### src/rtl/fifo_stream_pkg.sv
// Shared state encoding, buffer sizing and pointer helper for the FIFO-to-stream pop engine.
package fifo_stream_pkg;

  typedef enum logic [1:0] {
    ST_IDLE = 2'd0,
    ST_RUN  = 2'd1,
    ST_FIN  = 2'd2
  } state_t;

  localparam int BUF_DEPTH = 3;
  localparam int PTR_W     = 2;
  localparam int CNT_W     = 2;

  function automatic logic [PTR_W-1:0] ptr_inc(input logic [PTR_W-1:0] p);
    return (p == PTR_W'(BUF_DEPTH - 1)) ? '0 : p + PTR_W'(1);
  endfunction

endpackage

### src/rtl/stream_out_buf.sv
// Three-entry in-order skid buffer between the FIFO read port and the stream output.
module stream_out_buf
  import fifo_stream_pkg::*;
#(
  parameter int DATA_WIDTH = 32
) (
  input  logic                  clk,
  input  logic                  srst,
  input  logic                  push,
  input  logic [DATA_WIDTH-1:0] push_data,
  input  logic                  pop,
  output logic [CNT_W-1:0]      count,
  output logic [DATA_WIDTH-1:0] head_data
);

  logic [PTR_W-1:0]      wr_ptr_q, wr_ptr_d;
  logic [PTR_W-1:0]      rd_ptr_q, rd_ptr_d;
  logic [CNT_W-1:0]      count_q, count_d;
  logic [DATA_WIDTH-1:0] mem_q [BUF_DEPTH];
  logic                  do_push;
  logic                  do_pop;

  always_comb begin
    do_pop   = pop && (count_q != '0);
    // A full buffer still accepts a write when the head leaves in the same cycle.
    do_push  = push && ((count_q != CNT_W'(BUF_DEPTH)) || do_pop);
    wr_ptr_d = do_push ? ptr_inc(wr_ptr_q) : wr_ptr_q;
    rd_ptr_d = do_pop ? ptr_inc(rd_ptr_q) : rd_ptr_q;
    count_d  = count_q;
    case ({do_push, do_pop})
      2'b10:   count_d = count_q + CNT_W'(1);
      2'b01:   count_d = count_q - CNT_W'(1);
      default: count_d = count_q;
    endcase
  end

  always_ff @(posedge clk) begin
    if (srst) begin
      wr_ptr_q <= '0;
      rd_ptr_q <= '0;
      count_q  <= '0;
    end else begin
      wr_ptr_q <= wr_ptr_d;
      rd_ptr_q <= rd_ptr_d;
      count_q  <= count_d;
    end
  end

  always_ff @(posedge clk) begin
    if (do_push) mem_q[wr_ptr_q] <= push_data;
  end

  assign count     = count_q;
  assign head_data = mem_q[rd_ptr_q];

endmodule

### src/rtl/fifo_pop_streamer.sv
// Drains LEN words from a FIFO with a one-cycle read latency and emits them as an AXI4-Stream packet.
module fifo_pop_streamer
  import fifo_stream_pkg::*;
#(
  parameter int DATA_WIDTH = 32,
  parameter int LEN_WIDTH  = 16
) (
  input  logic                  CLK,
  input  logic                  RESET,
  input  logic                  START,
  input  logic [LEN_WIDTH-1:0]  LEN,
  output logic                  BUSY,
  output logic                  DONE,
  input  logic                  FIFO_EMPTY,
  output logic                  FIFO_POP_REQ,
  input  logic [DATA_WIDTH-1:0] FIFO_POP_DATA,
  output logic                  M_TVALID,
  input  logic                  M_TREADY,
  output logic [DATA_WIDTH-1:0] M_TDATA,
  output logic                  M_TLAST
);

  state_t               state_q, state_d;
  logic [LEN_WIDTH-1:0] pops_left_q, pops_left_d;
  logic [LEN_WIDTH-1:0] beats_left_q, beats_left_d;
  logic                 inflight_q, inflight_d;
  logic [CNT_W-1:0]     buf_count;
  logic [DATA_WIDTH-1:0] head_data;
  logic                 beat;
  logic                 pop_req;

  assign beat = M_TVALID && M_TREADY;

  always_comb begin
    state_d      = state_q;
    pops_left_d  = pops_left_q;
    beats_left_d = beats_left_q;
    // Words in the buffer plus the one still on the FIFO read bus must never exceed the buffer.
    pop_req      = (state_q == ST_RUN) && !FIFO_EMPTY && (pops_left_q != '0) &&
                   (({1'b0, buf_count} + {2'b00, inflight_q}) < 3'(BUF_DEPTH));
    inflight_d   = pop_req;
    if (pop_req) pops_left_d = pops_left_q - LEN_WIDTH'(1);
    if (beat)    beats_left_d = beats_left_q - LEN_WIDTH'(1);
    case (state_q)
      ST_IDLE: begin
        if (START) begin
          pops_left_d  = LEN;
          beats_left_d = LEN;
          state_d      = (LEN == '0) ? ST_FIN : ST_RUN;
        end
      end
      ST_RUN:  if (beat && (beats_left_q == LEN_WIDTH'(1))) state_d = ST_FIN;
      ST_FIN:  state_d = ST_IDLE;
      default: state_d = ST_IDLE;
    endcase
  end

  always_ff @(posedge CLK) begin
    if (RESET) begin
      state_q      <= ST_IDLE;
      pops_left_q  <= '0;
      beats_left_q <= '0;
      inflight_q   <= 1'b0;
    end else begin
      state_q      <= state_d;
      pops_left_q  <= pops_left_d;
      beats_left_q <= beats_left_d;
      inflight_q   <= inflight_d;
    end
  end

  stream_out_buf #(
    .DATA_WIDTH(DATA_WIDTH)
  ) u_buf (
    .clk       (CLK),
    .srst      (RESET),
    .push      (inflight_q),
    .push_data (FIFO_POP_DATA),
    .pop       (beat),
    .count     (buf_count),
    .head_data (head_data)
  );

  assign FIFO_POP_REQ = pop_req;
  assign BUSY         = (state_q == ST_RUN) || (state_q == ST_FIN);
  assign DONE         = (state_q == ST_FIN);
  assign M_TVALID     = (buf_count != '0);
  // Gate the head so uninitialised buffer storage never reaches the bus.
  assign M_TDATA      = M_TVALID ? head_data : '0;
  assign M_TLAST      = M_TVALID && (beats_left_q == LEN_WIDTH'(1));

endmodule

### config.mk
export PLATFORM = sky130hd
export DESIGN_NAME = fifo_pop_streamer
export DESIGN_NICKNAME = d
export VERILOG_FILES = /design/src/rtl/fifo_stream_pkg.sv /design/src/rtl/stream_out_buf.sv /design/src/rtl/fifo_pop_streamer.sv
export SDC_FILE = /design/constraint.sdc
export NUM_CORES = 1
export LEC_CHECK = 0
export CELL_PAD_IN_SITES_DETAIL_PLACEMENT = 0
export CELL_PAD_IN_SITES_GLOBAL_PLACEMENT = 1
export CORE_MARGIN = 3
export CORE_UTILIZATION = 54
export CTS_CLUSTER_DIAMETER = 50
export DETAILED_ROUTE_END_ITERATION = 8
export DONT_BUFFER_PORTS = 1
export GPL_ROUTABILITY_DRIVEN = 1
export HOLD_SLACK_MARGIN = 0.03
export PLACE_DENSITY_LB_ADDON = 0.1
export RECOVER_POWER = 25
export SLEW_MARGIN = 20
export SYNTH_ARGS = -nofsm -noshare
export SYNTH_HDL_FRONTEND = slang
export SYNTH_SLANG_ARGS = --single-unit
### constraint.sdc
create_clock -name CLK -period 6.6 [get_ports CLK]
set_input_delay 0.99 -clock CLK [delete_from_list [all_inputs] [get_ports CLK]]
set_output_delay 0.99 -clock CLK [all_outputs]
set_load 0.01 [all_outputs]
==> impl_metrics.json <==
{
  "synth_most_common_cell": "edfxtp_1",
  "seq_area_um2": 3749,
  "synth_nets": 563,
  "worst_pin_slew_ns": 1.055,
  "clk_pin_slew_ns": 0.06,
  "synth_area_leaders": "edfxtp_1, dfxtp_1, a21oi_1, mux2i_1, nor2_1",
  "fin_skew_ns": 0.01157,
  "finalHoldViolations": 0,
  "grt_pass1_wl_um": 17840,
  "numPortBuffers": 0,
  "tritoncts": "done",
  "finalSetupViolations": 0,
  "overflow": 0,
  "cts.sinks": 139,
  "synth_commonest_cells": "edfxtp_1, nor2_1, a21oi_1",
  "reg2reg_slack_ns": 4.17,
  "via_per_inst": 5.684,
  "drtPass1Iterations": 4,
  "holdPathEnd": "pops_left_q[1]",
  "diodes": 0,
  "cts.hold.buffers_added": 0,
  "netlist_instances": 501,
  "grt_max_degree": 65,
  "fin_nets": 565,
  "dp_hpwl_um": 7218,
  "cts_resized": 0,
  "cts-root-buf": "clkbuf_8",
  "core_um2": 10510,
  "startpoint_type": "register",
  "hold_path_startpoint": "pops_left_q[1]",
  "finalPower_mw": 2.203,
  "fp-row-count": 37,
  "place_congestion": 0.8991,
  "drtIter0Drc": 167,
  "relSlewSlack": 0.2966,
  "critical_path_class": "register to output port",
  "cp_data_arrival_time_ns": 2.28,
  "postCtsSetupBuffers": 0,
  "cp.required_ns": 5.61,
  "finalMaxSlewViolations": 0,
  "r2r-end": "pops_left_q[13]",
  "fin_crit_sh": 0.4957,
  "whs_ns": 0.4818,
  "grt_pass1_vias": 3576,
  "critical_path.max_fanout": 10,
  "maxCapViolations": 0,
  "totalWireLength_um": 11100,
  "die_area_um2": 12240,
  "io_pins": 90,
  "grt_setup_unrepaired": "no",
  "r2r_cells": 7,
  "whs_path_depth": 2,
  "yosys_warnings": 0,
  "antenna_found_initial": 0,
  "synth_area_per_cell_um2": 11.81,
  "vias": 3700,
  "synth.distinct_cells": 42,
  "track_usage": 0.1865,
  "clock_path_buffers": 2,
  "synth_area_um2": 5914,
  "p_per_area_nw_per_um2": 331.5,
  "power_leakage_nw": 2.233,
  "nFillCells": 805,
  "ant_nets": 0,
  "ys_seq_area_frac": 0.6330,
  "wire_per_inst_um": 17.05,
  "period_minus_slack_ns": 3.272,
  "ir_drop_uv": 154.1,
  "synth_edf_count": 96,
  "ys_seq_elements": 139,
  "timing.rr.start": "u_buf.count[0]",
  "cts_inserted_buffers": 17,
  "drive_gt1_frac": 0.09320,
  "fmax_mhz": 305.6,
  "htreeDepth": 4,
  "hold_class": "register to register",
  "route.detailed.drc": 0,
  "fin_cells": 651,
  "die_width_um": 110.7,
  "end_kind": "output port",
  "synth-main-ff-cell": "edfxtp_1",
  "tns_ns": 0,
  "multi_input_area_um2": 2052,
  "initial_utilization": 0.5628,
  "die_h_um": 110.7,
  "status": "finished, final reports clean",
  "synthArstFlopShare": 0,
  "yosysTopAreaCell": "edfxtp_1",
  "area_delta_synth_final_pct": 12.33,
  "synth_top_area_frac": 0.4874,
  "clk_latency_ns": 0.51,
  "dp.cells": 620
}
==> sequential cells by signal (all words and copies together) (netlist names), named ones only <==
name	count
u_buf.wr_ptr_q	2
u_buf.rd_ptr_q	2
u_buf.mem_q	96
inflight_q	1
beats_left_q	16
pops_left_q	16
state_q	2
u_buf.count	2
==> kinds of logic (layout without fill, tap and decap cells) <==
| family | count (synthesis) | after routing | share of synthesized area |
|---|---|---|---|
| buffers and inverters | 35 | 49 | 0.02221 |
| adders and majority gates | 9 | 9 | 0.01904 |
| and+or+nand+nor | 152 | 152 | 0.1271 |
| muxes | 32 | 32 | 0.05416 |
| DFF | 139 | 139 | 0.6330 |
| xor gates and xnor gates | 25 | 25 | 0.03702 |
| AOI/OAI and AO/OA | 109 | 109 | 0.1075 |
==> worst max-delay path: stages (launching register included) <==
cell and delay [ns]:
dfxtp_1 0.36, or4_4 0.56, nand4b_2 0.39, o21ai_2 0.34, inv_1 0.13
==> power by group <==
| group | switching [mW] | internal (mW) | leakage, nW |
|---|---|---|---|
| combinational | 0.153 | 0.100 | 0.730 |
| sequential | 0.0506 | 0.976 | 1.22 |
| clock | 0.349 | 0.575 | 0.283 |
| total | 0.552 | 1.65 | 2.23 |
==> layout make-up <==
type                       count  share of cell area
sequential                   139              0.5642
multi-input combinational    327              0.3089
clock buffer                  17             0.06234
tap                          136             0.02561
clock inverter                14             0.02542
timing repair buffer           6            0.006780
inverter                      12            0.006780
==> layout by cell type (no fill, tap or decap), types with 6 or more instances in the layout <==
cell / count
edfxtp_1: 96
inv_1: 12
o21ai_0: 7
nor3_1: 10
a31oi_1: 6
ha_1: 9
nor2_1: 84
xor2_1: 14
nor4_1: 9
clkbuf_16: 16
nand2_1: 15
dfxtp_1: 41
o21bai_1: 16
buf_4: 6
mux2i_1: 32
xnor2_1: 11
a21oi_1: 65
==> how the worst max path moves through the flow <==
stage | start | end | slack, ns | cells past startpoint
3_5_place_dp | FIFO_EMPTY | FIFO_POP_REQ | 3.67 | 4
4_1_cts | pops_left_q[10] | FIFO_POP_REQ | 3.31 | 4
6_report | pops_left_q[10] | FIFO_POP_REQ | 3.33 | 4
3_3_place_gp | FIFO_EMPTY | FIFO_POP_REQ | 3.70 | 4
5_1_grt | pops_left_q[5] | FIFO_POP_REQ | 3.17 | 4
2_1_floorplan | M_TREADY | u_buf.mem_q[2][0] | 2.59 | 2
==> metrics by stage <==
stage	util	cell area (µm²)	setup WS, ns
3_5_place_dp	0.5765	6058	3.674
2_1_floorplan	-	5914	2.585
6_report	0.6322	6644	3.328
4_1_cts	0.6320	6641	3.315
5_1_grt	0.6322	6644	3.169
3_3_place_gp	0.5765	6058	3.702
==> per-layer routing <==
layer | up-vias | part of all wire | track usage
met2 | 91 | 0.51 | 0.3236
met5 | - | 0 | 0
li1 | 1846 | - | -
met3 | 16 | 0.058 | 0.06277
met4 | 0 | 0.015 | 0.06568
met1 | 1747 | 0.41 | 0.2156
No activity file was read; power rests on OpenSTA's default activity.
